File: src/rtl/mem_port_arbiter_pkg.sv
// Shared types and constants for the fetch/data memory port arbiter.
package mem_port_arbiter_pkg;

  typedef enum logic [1:0] {
    ST_IDLE = 2'd0,
    ST_BUSY = 2'd1,
    ST_DONE = 2'd2
  } state_e;

  typedef enum logic {
    GNT_IF = 1'b0,
    GNT_D  = 1'b1
  } grant_e;

  localparam logic [2:0] FUNC3_LW = 3'b010;

  // Access latched at grant time and replayed on the memory bus while BUSY.
  typedef struct packed {
    logic [31:0] addr;
    logic [2:0]  func3;
    logic        we;
    logic [31:0] wdata;
  } access_t;

  // Width of a counter that must hold values 0..max_val (never narrower than 1 bit).
  function automatic int unsigned cnt_width(input int unsigned max_val);
    return (max_val < 2) ? 1 : $clog2(max_val + 1);
  endfunction

endpackage

File: src/rtl/mem_port_arbiter_if.sv
// Fetch port, data port and unified-memory bus bundled for the arbiter.
interface mem_port_arbiter_if;

  logic        if_req;
  logic [31:0] if_addr;
  logic [31:0] if_rdata;
  logic        if_ready;

  logic        d_req;
  logic        d_we;
  logic [2:0]  d_func3;
  logic [31:0] d_addr;
  logic [31:0] d_wdata;
  logic [31:0] d_rdata;
  logic        d_ready;

  logic        mem_MemRead;
  logic        mem_MemWrite;
  logic [2:0]  mem_func3;
  logic [31:0] mem_addr;
  logic [31:0] mem_data_in;
  logic [31:0] mem_data_out;

  // Arbiter side.
  modport slave (
    input  if_req, if_addr, d_req, d_we, d_func3, d_addr, d_wdata, mem_data_out,
    output if_rdata, if_ready, d_rdata, d_ready,
           mem_MemRead, mem_MemWrite, mem_func3, mem_addr, mem_data_in
  );

  // Requester and memory side.
  modport master (
    output if_req, if_addr, d_req, d_we, d_func3, d_addr, d_wdata, mem_data_out,
    input  if_rdata, if_ready, d_rdata, d_ready,
           mem_MemRead, mem_MemWrite, mem_func3, mem_addr, mem_data_in
  );

endinterface

File: src/rtl/mem_port_arbiter_select.sv
// Priority decision between fetch and data: data wins unless fetch has starved too long.
module mem_arb_select
  import mem_port_arbiter_pkg::*;
#(
  parameter int unsigned STARVE_LIMIT = 4,
  parameter int unsigned SC_W         = cnt_width(STARVE_LIMIT)
) (
  input  logic            if_req,
  input  logic            d_req,
  input  logic [SC_W-1:0] starve_cnt,
  output logic            grant_valid,
  output grant_e          grant_data
);

  localparam logic [SC_W-1:0] LIMIT  = SC_W'(STARVE_LIMIT);
  localparam bit              STRICT = (STARVE_LIMIT == 0);

  logic data_allowed;

  // NOTE: every signal assigned in always_comb gets a default first so no latch is inferred.
  always_comb begin
    data_allowed = !if_req || STRICT || (starve_cnt < LIMIT);
    grant_valid  = if_req || d_req;
    grant_data   = (d_req && data_allowed) ? GNT_D : GNT_IF;
  end

endmodule

File: src/rtl/mem_port_arbiter.sv
// Shares one unified memory between instruction fetch and load/store with a
// request/ready handshake per port, configurable access latency and bounded fetch starvation.
module mem_port_arbiter
  import mem_port_arbiter_pkg::*;
#(
  parameter int unsigned MEM_LATENCY  = 1,
  parameter int unsigned STARVE_LIMIT = 4
) (
  input  logic                clk,
  input  logic                rst,
  mem_port_arbiter_if.slave   bus,
  output logic                busy,
  output logic                grant_data
);

  localparam int unsigned     CNT_W  = cnt_width(MEM_LATENCY);
  localparam int unsigned     SC_W   = cnt_width(STARVE_LIMIT);
  localparam logic [CNT_W-1:0] LAT   = CNT_W'(MEM_LATENCY);
  localparam logic [SC_W-1:0]  SC_MAX = SC_W'(STARVE_LIMIT);

  state_e            state_q, state_d;
  logic [CNT_W-1:0]  cnt_q, cnt_d;
  logic [SC_W-1:0]   starve_q, starve_d;
  grant_e            gnt_q, gnt_d;
  access_t           acc_q, acc_d;
  logic [31:0]       if_rdata_q, if_rdata_d;
  logic [31:0]       d_rdata_q, d_rdata_d;

  logic              sel_valid;
  grant_e            sel_gnt;
  logic              last_beat;

  mem_arb_select #(
    .STARVE_LIMIT (STARVE_LIMIT),
    .SC_W         (SC_W)
  ) u_select (
    .if_req      (bus.if_req),
    .d_req       (bus.d_req),
    .starve_cnt  (starve_q),
    .grant_valid (sel_valid),
    .grant_data  (sel_gnt)
  );

  assign last_beat = (state_q == ST_BUSY) && (cnt_q == CNT_W'(1));

  // NOTE: sequential state uses non-blocking assignments so all flops update together at the edge.
  always_ff @(posedge clk) begin
    if (rst) begin
      state_q    <= ST_IDLE;
      cnt_q      <= '0;
      starve_q   <= '0;
      gnt_q      <= GNT_IF;
      acc_q      <= '0;
      if_rdata_q <= '0;
      d_rdata_q  <= '0;
    end else begin
      state_q    <= state_d;
      cnt_q      <= cnt_d;
      starve_q   <= starve_d;
      gnt_q      <= gnt_d;
      acc_q      <= acc_d;
      if_rdata_q <= if_rdata_d;
      d_rdata_q  <= d_rdata_d;
    end
  end

  always_comb begin
    state_d = state_q;
    unique case (state_q)
      ST_IDLE: if (sel_valid) state_d = ST_BUSY;
      ST_BUSY: if (last_beat) state_d = ST_DONE;
      ST_DONE: state_d = ST_IDLE;
      default: state_d = ST_IDLE;
    endcase
  end

  // Arbitration, latching and read-data capture.
  always_comb begin
    cnt_d      = cnt_q;
    starve_d   = starve_q;
    gnt_d      = gnt_q;
    acc_d      = acc_q;
    if_rdata_d = if_rdata_q;
    d_rdata_d  = d_rdata_q;

    if (state_q == ST_IDLE) begin
      if (!bus.if_req) begin
        starve_d = '0;
      end
      if (sel_valid) begin
        gnt_d = sel_gnt;
        cnt_d = LAT;
        if (sel_gnt == GNT_D) begin
          acc_d = '{addr: bus.d_addr, func3: bus.d_func3, we: bus.d_we, wdata: bus.d_wdata};
          if (bus.if_req && (starve_q != SC_MAX)) begin
            starve_d = starve_q + SC_W'(1);
          end
        end else begin
          acc_d    = '{addr: bus.if_addr, func3: FUNC3_LW, we: 1'b0, wdata: 32'h0};
          starve_d = '0;
        end
      end
    end else if (state_q == ST_BUSY) begin
      cnt_d = cnt_q - CNT_W'(1);
      if (last_beat) begin
        if (gnt_q == GNT_IF) begin
          if_rdata_d = bus.mem_data_out;
        end else if (!acc_q.we) begin
          d_rdata_d = bus.mem_data_out;
        end
      end
    end
  end

  // Memory strobes are also gated by rst so an access abandoned by reset never writes.
  logic        mem_read, mem_write;
  logic [2:0]  mem_func3;
  logic [31:0] mem_addr, mem_wdata;

  always_comb begin
    mem_read  = 1'b0;
    mem_write = 1'b0;
    mem_func3 = '0;
    mem_addr  = '0;
    mem_wdata = '0;
    if ((state_q == ST_BUSY) && !rst) begin
      mem_read  = !acc_q.we;
      mem_write = acc_q.we && last_beat;
      mem_func3 = acc_q.func3;
      mem_addr  = acc_q.addr;
      mem_wdata = acc_q.wdata;
    end
  end

  assign bus.mem_MemRead  = mem_read;
  assign bus.mem_MemWrite = mem_write;
  assign bus.mem_func3    = mem_func3;
  assign bus.mem_addr     = mem_addr;
  assign bus.mem_data_in  = mem_wdata;

  assign bus.if_ready = (state_q == ST_DONE) && (gnt_q == GNT_IF);
  assign bus.d_ready  = (state_q == ST_DONE) && (gnt_q == GNT_D);
  assign bus.if_rdata = if_rdata_q;
  assign bus.d_rdata  = d_rdata_q;
  assign busy         = (state_q != ST_IDLE);
  assign grant_data   = (gnt_q == GNT_D);

endmodule

File: src/flat_wrapper.sv
// flat-port wrapper written by rule: the top's interface ports become plain ports
module mem_port_arbiter_flat import mem_port_arbiter_pkg::*;
#(
  parameter int unsigned MEM_LATENCY  = 1,
  parameter int unsigned STARVE_LIMIT = 4
)
  (clk, rst, busy, grant_data, bus_if_req, bus_if_addr, bus_d_req, bus_d_we, bus_d_func3, bus_d_addr, bus_d_wdata, bus_mem_data_out, bus_if_rdata, bus_if_ready, bus_d_rdata, bus_d_ready, bus_mem_MemRead, bus_mem_MemWrite, bus_mem_func3, bus_mem_addr, bus_mem_data_in);
  mem_port_arbiter_if bus_i ();
  input  logic clk;
  input  logic rst;
  output logic busy;
  output logic grant_data;
  input wire logic [$bits(bus_i.if_req)-1:0] bus_if_req;
  input wire logic [$bits(bus_i.if_addr)-1:0] bus_if_addr;
  input wire logic [$bits(bus_i.d_req)-1:0] bus_d_req;
  input wire logic [$bits(bus_i.d_we)-1:0] bus_d_we;
  input wire logic [$bits(bus_i.d_func3)-1:0] bus_d_func3;
  input wire logic [$bits(bus_i.d_addr)-1:0] bus_d_addr;
  input wire logic [$bits(bus_i.d_wdata)-1:0] bus_d_wdata;
  input wire logic [$bits(bus_i.mem_data_out)-1:0] bus_mem_data_out;
  output wire logic [$bits(bus_i.if_rdata)-1:0] bus_if_rdata;
  output wire logic [$bits(bus_i.if_ready)-1:0] bus_if_ready;
  output wire logic [$bits(bus_i.d_rdata)-1:0] bus_d_rdata;
  output wire logic [$bits(bus_i.d_ready)-1:0] bus_d_ready;
  output wire logic [$bits(bus_i.mem_MemRead)-1:0] bus_mem_MemRead;
  output wire logic [$bits(bus_i.mem_MemWrite)-1:0] bus_mem_MemWrite;
  output wire logic [$bits(bus_i.mem_func3)-1:0] bus_mem_func3;
  output wire logic [$bits(bus_i.mem_addr)-1:0] bus_mem_addr;
  output wire logic [$bits(bus_i.mem_data_in)-1:0] bus_mem_data_in;
  assign bus_i.if_req = bus_if_req;
  assign bus_i.if_addr = bus_if_addr;
  assign bus_i.d_req = bus_d_req;
  assign bus_i.d_we = bus_d_we;
  assign bus_i.d_func3 = bus_d_func3;
  assign bus_i.d_addr = bus_d_addr;
  assign bus_i.d_wdata = bus_d_wdata;
  assign bus_i.mem_data_out = bus_mem_data_out;
  assign bus_if_rdata = bus_i.if_rdata;
  assign bus_if_ready = bus_i.if_ready;
  assign bus_d_rdata = bus_i.d_rdata;
  assign bus_d_ready = bus_i.d_ready;
  assign bus_mem_MemRead = bus_i.mem_MemRead;
  assign bus_mem_MemWrite = bus_i.mem_MemWrite;
  assign bus_mem_func3 = bus_i.mem_func3;
  assign bus_mem_addr = bus_i.mem_addr;
  assign bus_mem_data_in = bus_i.mem_data_in;
  mem_port_arbiter #(.MEM_LATENCY(MEM_LATENCY), .STARVE_LIMIT(STARVE_LIMIT)) u_core (.clk(clk), .rst(rst), .bus(bus_i), .busy(busy), .grant_data(grant_data));
endmodule
File: config.mk
export PLATFORM = sky130hd
export DESIGN_NAME = mem_port_arbiter_flat
export DESIGN_NICKNAME = d
export VERILOG_FILES = /design/src/rtl/mem_port_arbiter_pkg.sv /design/src/rtl/mem_port_arbiter_if.sv /design/src/rtl/mem_port_arbiter_select.sv /design/src/rtl/mem_port_arbiter.sv /design/src/flat_wrapper.sv
export SDC_FILE = /design/constraint.sdc
export NUM_CORES = 1
export LEC_CHECK = 0
export CORE_MARGIN = 2
export CORE_UTILIZATION = 45
export CTS_CLUSTER_DIAMETER = 40
export CTS_CLUSTER_SIZE = 40
export DETAILED_ROUTE_END_ITERATION = 12
export HOLD_SLACK_MARGIN = 0.15
export PLACE_DENSITY_LB_ADDON = 0.05
export REMOVE_ABC_BUFFERS = 1
export SETUP_SLACK_MARGIN = 0.1
export SKIP_LAST_GASP = 1
export SYNTH_ARGS = -nofsm -noshare
export SYNTH_HDL_FRONTEND = slang
export SYNTH_HIERARCHICAL = 1
export SYNTH_SLANG_ARGS = --single-unit
File: constraint.sdc
create_clock -name clk -period 4.1 [get_ports clk]
set_input_delay 0.615 -clock clk [delete_from_list [all_inputs] [get_ports clk]]
set_output_delay 0.615 -clock clk [all_outputs]
set_load 0.05 [all_outputs]
==> results of run 1 <==
area by class of cell:
type	instances	area [µm²]
clock buffer	20	467
clock inverter	12	193
fill	1002	3410
inverter	4	15.0
multi-input combinational	509	2820
sequential	139	2780
tap	172	215
timing repair buffer	283	2830
routing by layer:
layer / GRT usage, % / wire length [µm]
met3: 8.11 / 1590
met2: 45.1 / 9220
met1: 29.7 / 7270
met4: 9.52 / 362
met5: 0 / 0
where the power goes:
part | internal (µW) | switching, µW
clock | 1120 | 562
sequential | 1430 | 47.4
combinational | 281 | 390
per-stage QoR:
step | hold slack [ns] | total power [µW] | instance area, µm² | util, % | instances
floorplan | 0.421 | 1850 | 5590 | - | 652
global placement | 0.435 | 2160 | 8660 | 68.0 | 1107
detailed placement | 0.439 | 2180 | 8660 | 68.0 | 1107
CTS | 0.409 | 3860 | 9320 | 73.2 | 1139
global route | 0.417 | 3970 | 9320 | 73.2 | 1139
finish | 0.432 | 3830 | 9320 | 73.2 | 1139
state kept, by name, indices dropped and copies added (netlist names):
signal	cells
u_core/cnt_q	1
u_core/bus.d_rdata	32
u_core/state_q	2
u_core/bus.if_rdata	32
u_core/grant_data	1
u_core/acc_q	68
u_core/starve_q	3
Yosys cell counts, types with 3 or more instances:
| library cell | n | area, µm² |
|---|---|---|
| nor2_1 | 35 | 131 |
| nand3_1 | 69 | 345 |
| and2_1 | 68 | 425 |
| inv_1 | 4 | 15.0 |
| a21oi_1 | 103 | 515 |
| a211oi_1 | 32 | 240 |
| buf_2 | 28 | 140 |
| mux2i_1 | 33 | 330 |
| clkbuf_1 | 34 | 128 |
| clkbuf_2 | 3 | 15.0 |
| nor3_1 | 3 | 15.0 |
| buf_6 | 4 | 45.0 |
| nand2_1 | 103 | 387 |
| dfxtp_1 | 139 | 2780 |
| o21ai_0 | 33 | 165 |
layout by cell type, fill, tap and decap left out, types with 17 or more instances in the layout:
cell type        Yosys  final
a21oi_1            103    103
and2_1              68     68
dfxtp_1            139    139
o21ai_0             33     33
nand3_1             69     69
mux2i_1             33     33
clkbuf_16            0     17
nand2_1            103    103
nor2_1              35     35
a211oi_1            32     32
clkdlybuf4s50_1      0    270
kinds of logic after synthesis:
family,after synthesis
compound gates,172
fa+ha+maj,2
buf+inv,74
flops,139
mux,33
simple gates,302
critical path, stage by stage, from the launching register on:
cell and delay [ns]:
dfxtp_1 0.60, nand2b_1 0.21, nor2_4 0.13, buf_4 0.42, and2_1 0.24, clkdlybuf4s50_1 0.82
path summary, 6_finish.rpt:
path / end / slack, ns / cells past startpoint
setup / recovery: bus_mem_data_in[29] / 0.61 / 5
hold / removal: u_core/acc_q[32] / 0.43 / 2
setup reg to reg: u_core/bus.d_rdata[16] / 1.80 / 3
hold reg to reg: u_core/acc_q[2] / 0.45 / 2
==> impl_results.md, run 1 <==
* Outcome: completed
* Total clock sinks at between 100 and 150
* Worst r2r src: u_core/state_q[0]
* Nets at 1092
* Setup_tns at 0 ns
* First-pass GRT wire length at 29.5 mm
* Layout cells sized above 1 at 5.27%
* Detail Route Antenna Nets at 0
* P per Cell Area at 412 nW/µm²
* GRT overflow at 0
* Number of synthesized flops with an enable pin at 0
* Total routed wirelength at 18.5 mm
* Adder-cell area share of the yosys netlist at 0.422%
* Area Overhead vs Synth at 57.2%
* Die Ht at 119 µm
* Netlist cell types at 38
* Mapped Avg Cell Area at 8.21 µm²
* Place WS at 1.06 ns
* Setup bufs post-CTS at 0
* Maximum number of pins on one net before global-route repair at 75
* Tightest Hold Check Type: in -> reg
* PostCTS Resize Cnt at 0
* Die area at 14100 µm²
* Clock Tree Buf Depth at 2
* CP startpoint: u_core/state_q[0]
* CP Max Fanout at 65
* Worst Path Required at 3.48 ns
* Via count at 6029
* Port bufs at 272
* WL/cell at 16.2 µm
* CP startpoint kind: register
* Max Fclk at 0.287 GHz
* Mux cell area share after synthesis at 5.57%
* Final period util at between 80% and 90%
* Worst-Margin Slew at 1.19 ns
* DR DRC count at 0
* Final Slew Violations at 0
* Register area share after synthesis at 46.9%
* Post-CTS Hold Fix Bufs at 0
* Post-route minimum period at 3.49 ns
* Synth Area in Compound Gates at 16.0%
* Leak at 0.00340 µW
* RSZ-0062 raised after global routing: no
* CTS clk-pin slew, worst paths at 0.06 ns
* Initial core utilization at 46.6%
* DRT iter0 DRCs at 451
* Number of cell rows at 41
* Simple-gate share of the synthesized area at 25.1%
* Drt first pass iters at 5
* Routability-driven placement congestion ratio at 0.800
* Slew margin rel. at 20.6%
* Root buffer cell: clkbuf_16
* I/O pin count at 273
* WP data arrival at 2.87 ns
* Total Routing Usage GR at 25.9%
* Max H-tree Level at 4
* Max-cap viol count at 0
* Post-Synthesis Cells at 722
* Clock latency on the worst-skew pair at about 0.41 ns
* Synthesis-stage register bit count at 139
* CTS tree: yes
* Synthesized area at 5930 µm²
* Ant diodes at 0
* Core ar. at 12700 µm²
* Die W at 119 µm
* VDD IR-drop max at 226 µV
* Setup-failing EPs final at 0
* Hold wc startpoint: rst
* Initial antenna violation count at 0
* Avg Vias per Cell at 5.29
* Final setup margin at 0.613 ns
* Critical path capture point type: output port
* Vias in the first global route at ~6000
* Largest family of logic cells by synthesized area: simple AND/OR/NAND/NOR gates
* Worst Clk Skew at 0.00577 ns
* Ys async rst share at 0%
* Top FF cell, synth: dfxtp_1
* TritonCTS Buffers at 17
* HPWL Detailed at 12.8 mm
* Final Hold Vio Count at 0
* Synth Area in XOR/XNOR at 0%
* Ys Warns at 6
* Critical path type: reg -> out
Power figures use the tool's default switching activity.
==> inputs of run 2 (changes only) <==
SLEW_MARGIN = 30   (was default)
SYNTH_HIERARCHICAL = default   (was 1)
==> run 2 against run 1 <==
Against the previous run:
- synthesized area is 0.78% higher
- hold slack better by 0.020 ns
- core utilization is 2.4 points lower
- wire length is 4.3% lower
- clock skew is 0.0045 ns higher
- setup slack better by 0.059 ns
- sequential power is 5% higher
- power is 4.7% higher
==> impl_results.md, run 2 <==
* Outcome: completed
* Top cell type by total area after synthesis: dfxtp_1
* Worst r2r src: u_core.state_q[1]
* Fillers at 1002
* Commonest cells post-synth: 139 x dfxtp_1, 132 x nand2_1, 70 x a21oi_1, 68 x and2_1, 64 x nand2b_1
* CP Max Fanout at between 70 and 80
* Vias in the first global route at 5492
* Reg-to-reg setup timing slack at 2.19 ns
* WP data arrival at 2.81 ns
* Layout cells sized above 1 at approximately 5.1%
* First-pass GRT wire length at 27.4 mm
* Nets at 1045
* Area Overhead vs Synth at 55.2%
* Die Ht at 119 µm
* Leak at 0.00341 µW
* HPWL Detailed at 12.0 mm
* Ys async rst share at 0%
* Tightest Hold Check Type: reg -> reg
* Biggest register: u_core.acc_q
* Register area at around 2800 µm²
* Final period util at 83.6%
* I/O pin count at 273
* Final Hold Vio Count at 0
* Multi-input logic area at 2860 µm²
* Detail Route Antenna Nets at 0
* Final Slew Violations at 0
* Setup_tns at 0 ns
* Number of cell rows at 42
* Mapped Avg Cell Area at 8.97 µm²
* Via count at 5654
* WL/cell at 16.1 µm
* Synthesis-stage register bit count at 139
* Final Util at 70.8%
* Post-Synthesis Cells at 666
* CTS clk-pin slew, worst paths at approximately 0.060 ns
* Hold wc startpoint: u_core.bus.if_rdata[13]
* Root buffer cell: clkbuf_16
* Leading post-synthesis cells by cell area: dfxtp_1 47%, nand2_1 8.3%, and2_1 7.1%
* Port bufs at 272
* Commonest non-fill, non-tap cell in the layout: clkdlybuf4s50_1
* Ys Warns at 0
* Max FFs per register at roughly 70
* Synthesized area at 5970 µm²
* PostCTS Resize Cnt at 0
* Most frequent cell after synthesis: dfxtp_1
* Most frequent cells in the layout: 271 x clkdlybuf4s50_1, 139 x dfxtp_1, 132 x nand2_1
* GRT overflow at 0
* Register area share after synthesis at a little under half
* Drt first pass iters at 5
* Initial antenna violation count at 0
* Initial core utilization at 45.6%
* Worst Path Required at about 3.5 ns
* Placed inst area at 8660 µm²
* Setup-failing EPs final at 0
* Worst reg2reg path depth at 4
* Design area at 9270 µm²
* Max Fclk at 0.292 GHz
* CTS tree: yes
* Max H-tree Level at 4
* Synth top area share at 46.6%
* Critical path capture point type: output port
* Clock Tree Buf Depth at 2
* Max-cap viol count at 0
* VDD IR-drop max at 228 µV
* Reg2reg end: u_core.acc_q[11]
* Total Routing Usage GR at 24.1%
* Worst-Margin Slew at 0.926 ns
* Maximum number of pins on one net before global-route repair at 103
* Critical path type: reg -> out
* Post-CTS Hold Fix Bufs at 0
* P per Cell Area at 433 nW/µm²
* CP startpoint kind: register
* Setup bufs post-CTS at 0
* TritonCTS Buffers at 17
* Routability-driven placement congestion ratio at 0.831
* DRT iter0 DRCs at 300
* Total clock sinks at about 140
* Die W at 119 µm
* Netlist cell types at 39
* Clock latency on the worst-skew pair at 0.41 ns
* Die area at 14200 µm²
* RSZ-0062 raised after global routing: no
* Number of synthesized flops with an enable pin at 0
* Hold endpoint: u_core.bus.if_rdata[13]
* Top FF cell, synth: dfxtp_1
* Worst Hold Depth at 2
* Avg Vias per Cell at 5.17
* Ant diodes at 0
* Total Power at 4010 µW
* Core ar. at between 10000 and 15000 µm²
* Post-route minimum period at 3.43 ns
* DR DRC count at 0
* Slew margin rel. at 38.2%
* Worst Clk Skew at about 0.010 ns
* Total routed wirelength at 17.7 mm
run 2: cell types whose count changed after synthesis, sizes merged, moves of 33 or more:
cell / delta
nand3: -68
nand2b: +62
a22o: +35
nor2: -33
run 2: cell type report:
type                            instances  area share, %
Multi-Input combinational cell        464           30.8
Timing Repair Buffer                  281           30.1
Sequential cell                       139           30.0
Clock buffer                           22           5.01
Tap cell                              176           2.38
Clock inverter                          8           1.54
Inverter                                4          0.162
run 2: critical path: stages, from the launching register on:
cell and delay [ns]:
dfxtp_1 0.46, nor2b_4 0.25, nor2b_4 0.15, buf_4 0.44
and2_1 0.24, clkdlybuf4s50_1 0.81
run 2: cell families after synthesis:
family	Yosys count	synth area share [%]
simple gates	285	24.9
flops	139	46.6
buf+inv	63	5.82
fa+ha+maj	2	0.419
compound gates	144	16.8
mux	32	5.36
xor+xnor	1	0.147
run 2: worst max-delay path by stage:
stage	startpoint	endpoint	slack, ns	cells after the start
final	u_core.state_q[0]	bus_mem_data_in[17]	0.67	5
after global routing	u_core.state_q[0]	bus_mem_data_in[17]	0.53	5
after CTS	u_core.state_q[0]	bus_mem_addr[23]	0.63	5
after detailed placement	rst	bus_mem_addr[23]	0.95	5
after global placement	rst	bus_mem_addr[23]	0.94	5
after floorplan	u_core.state_q[0]	bus_mem_MemRead	0.51	3
run 2: per-layer routing:
layer / share of wire [%] / vias to the layer above / track usage, %
li1: - / 2747 / -
met1: 41 / 2626 / 28.6
met2: 49 / 239 / 41.5
met3: 6.6 / 42 / 6.08
met4: 2.7 / 0 / 10.1
met5: 0 / - / 0
run 2: where the power goes:
part	leakage (µW)	total [µW]	internal, µW	switching, µW
Sequential	0.00114	1550	1470	75.0
Clock	0.000296	1580	1040	545
Combinational	0.00198	883	367	516
Total	0.00341	4010	2880	1140
run 2: stage by stage:
step                setup WS, ns  instances  hold slack, ns
detailed placement         0.946       1064           0.448
finish                     0.672       1094           0.452
floorplan                  0.513        607           0.434
global placement           0.943       1064           0.441
CTS                        0.634       1094           0.456
global route               0.531       1094           0.470
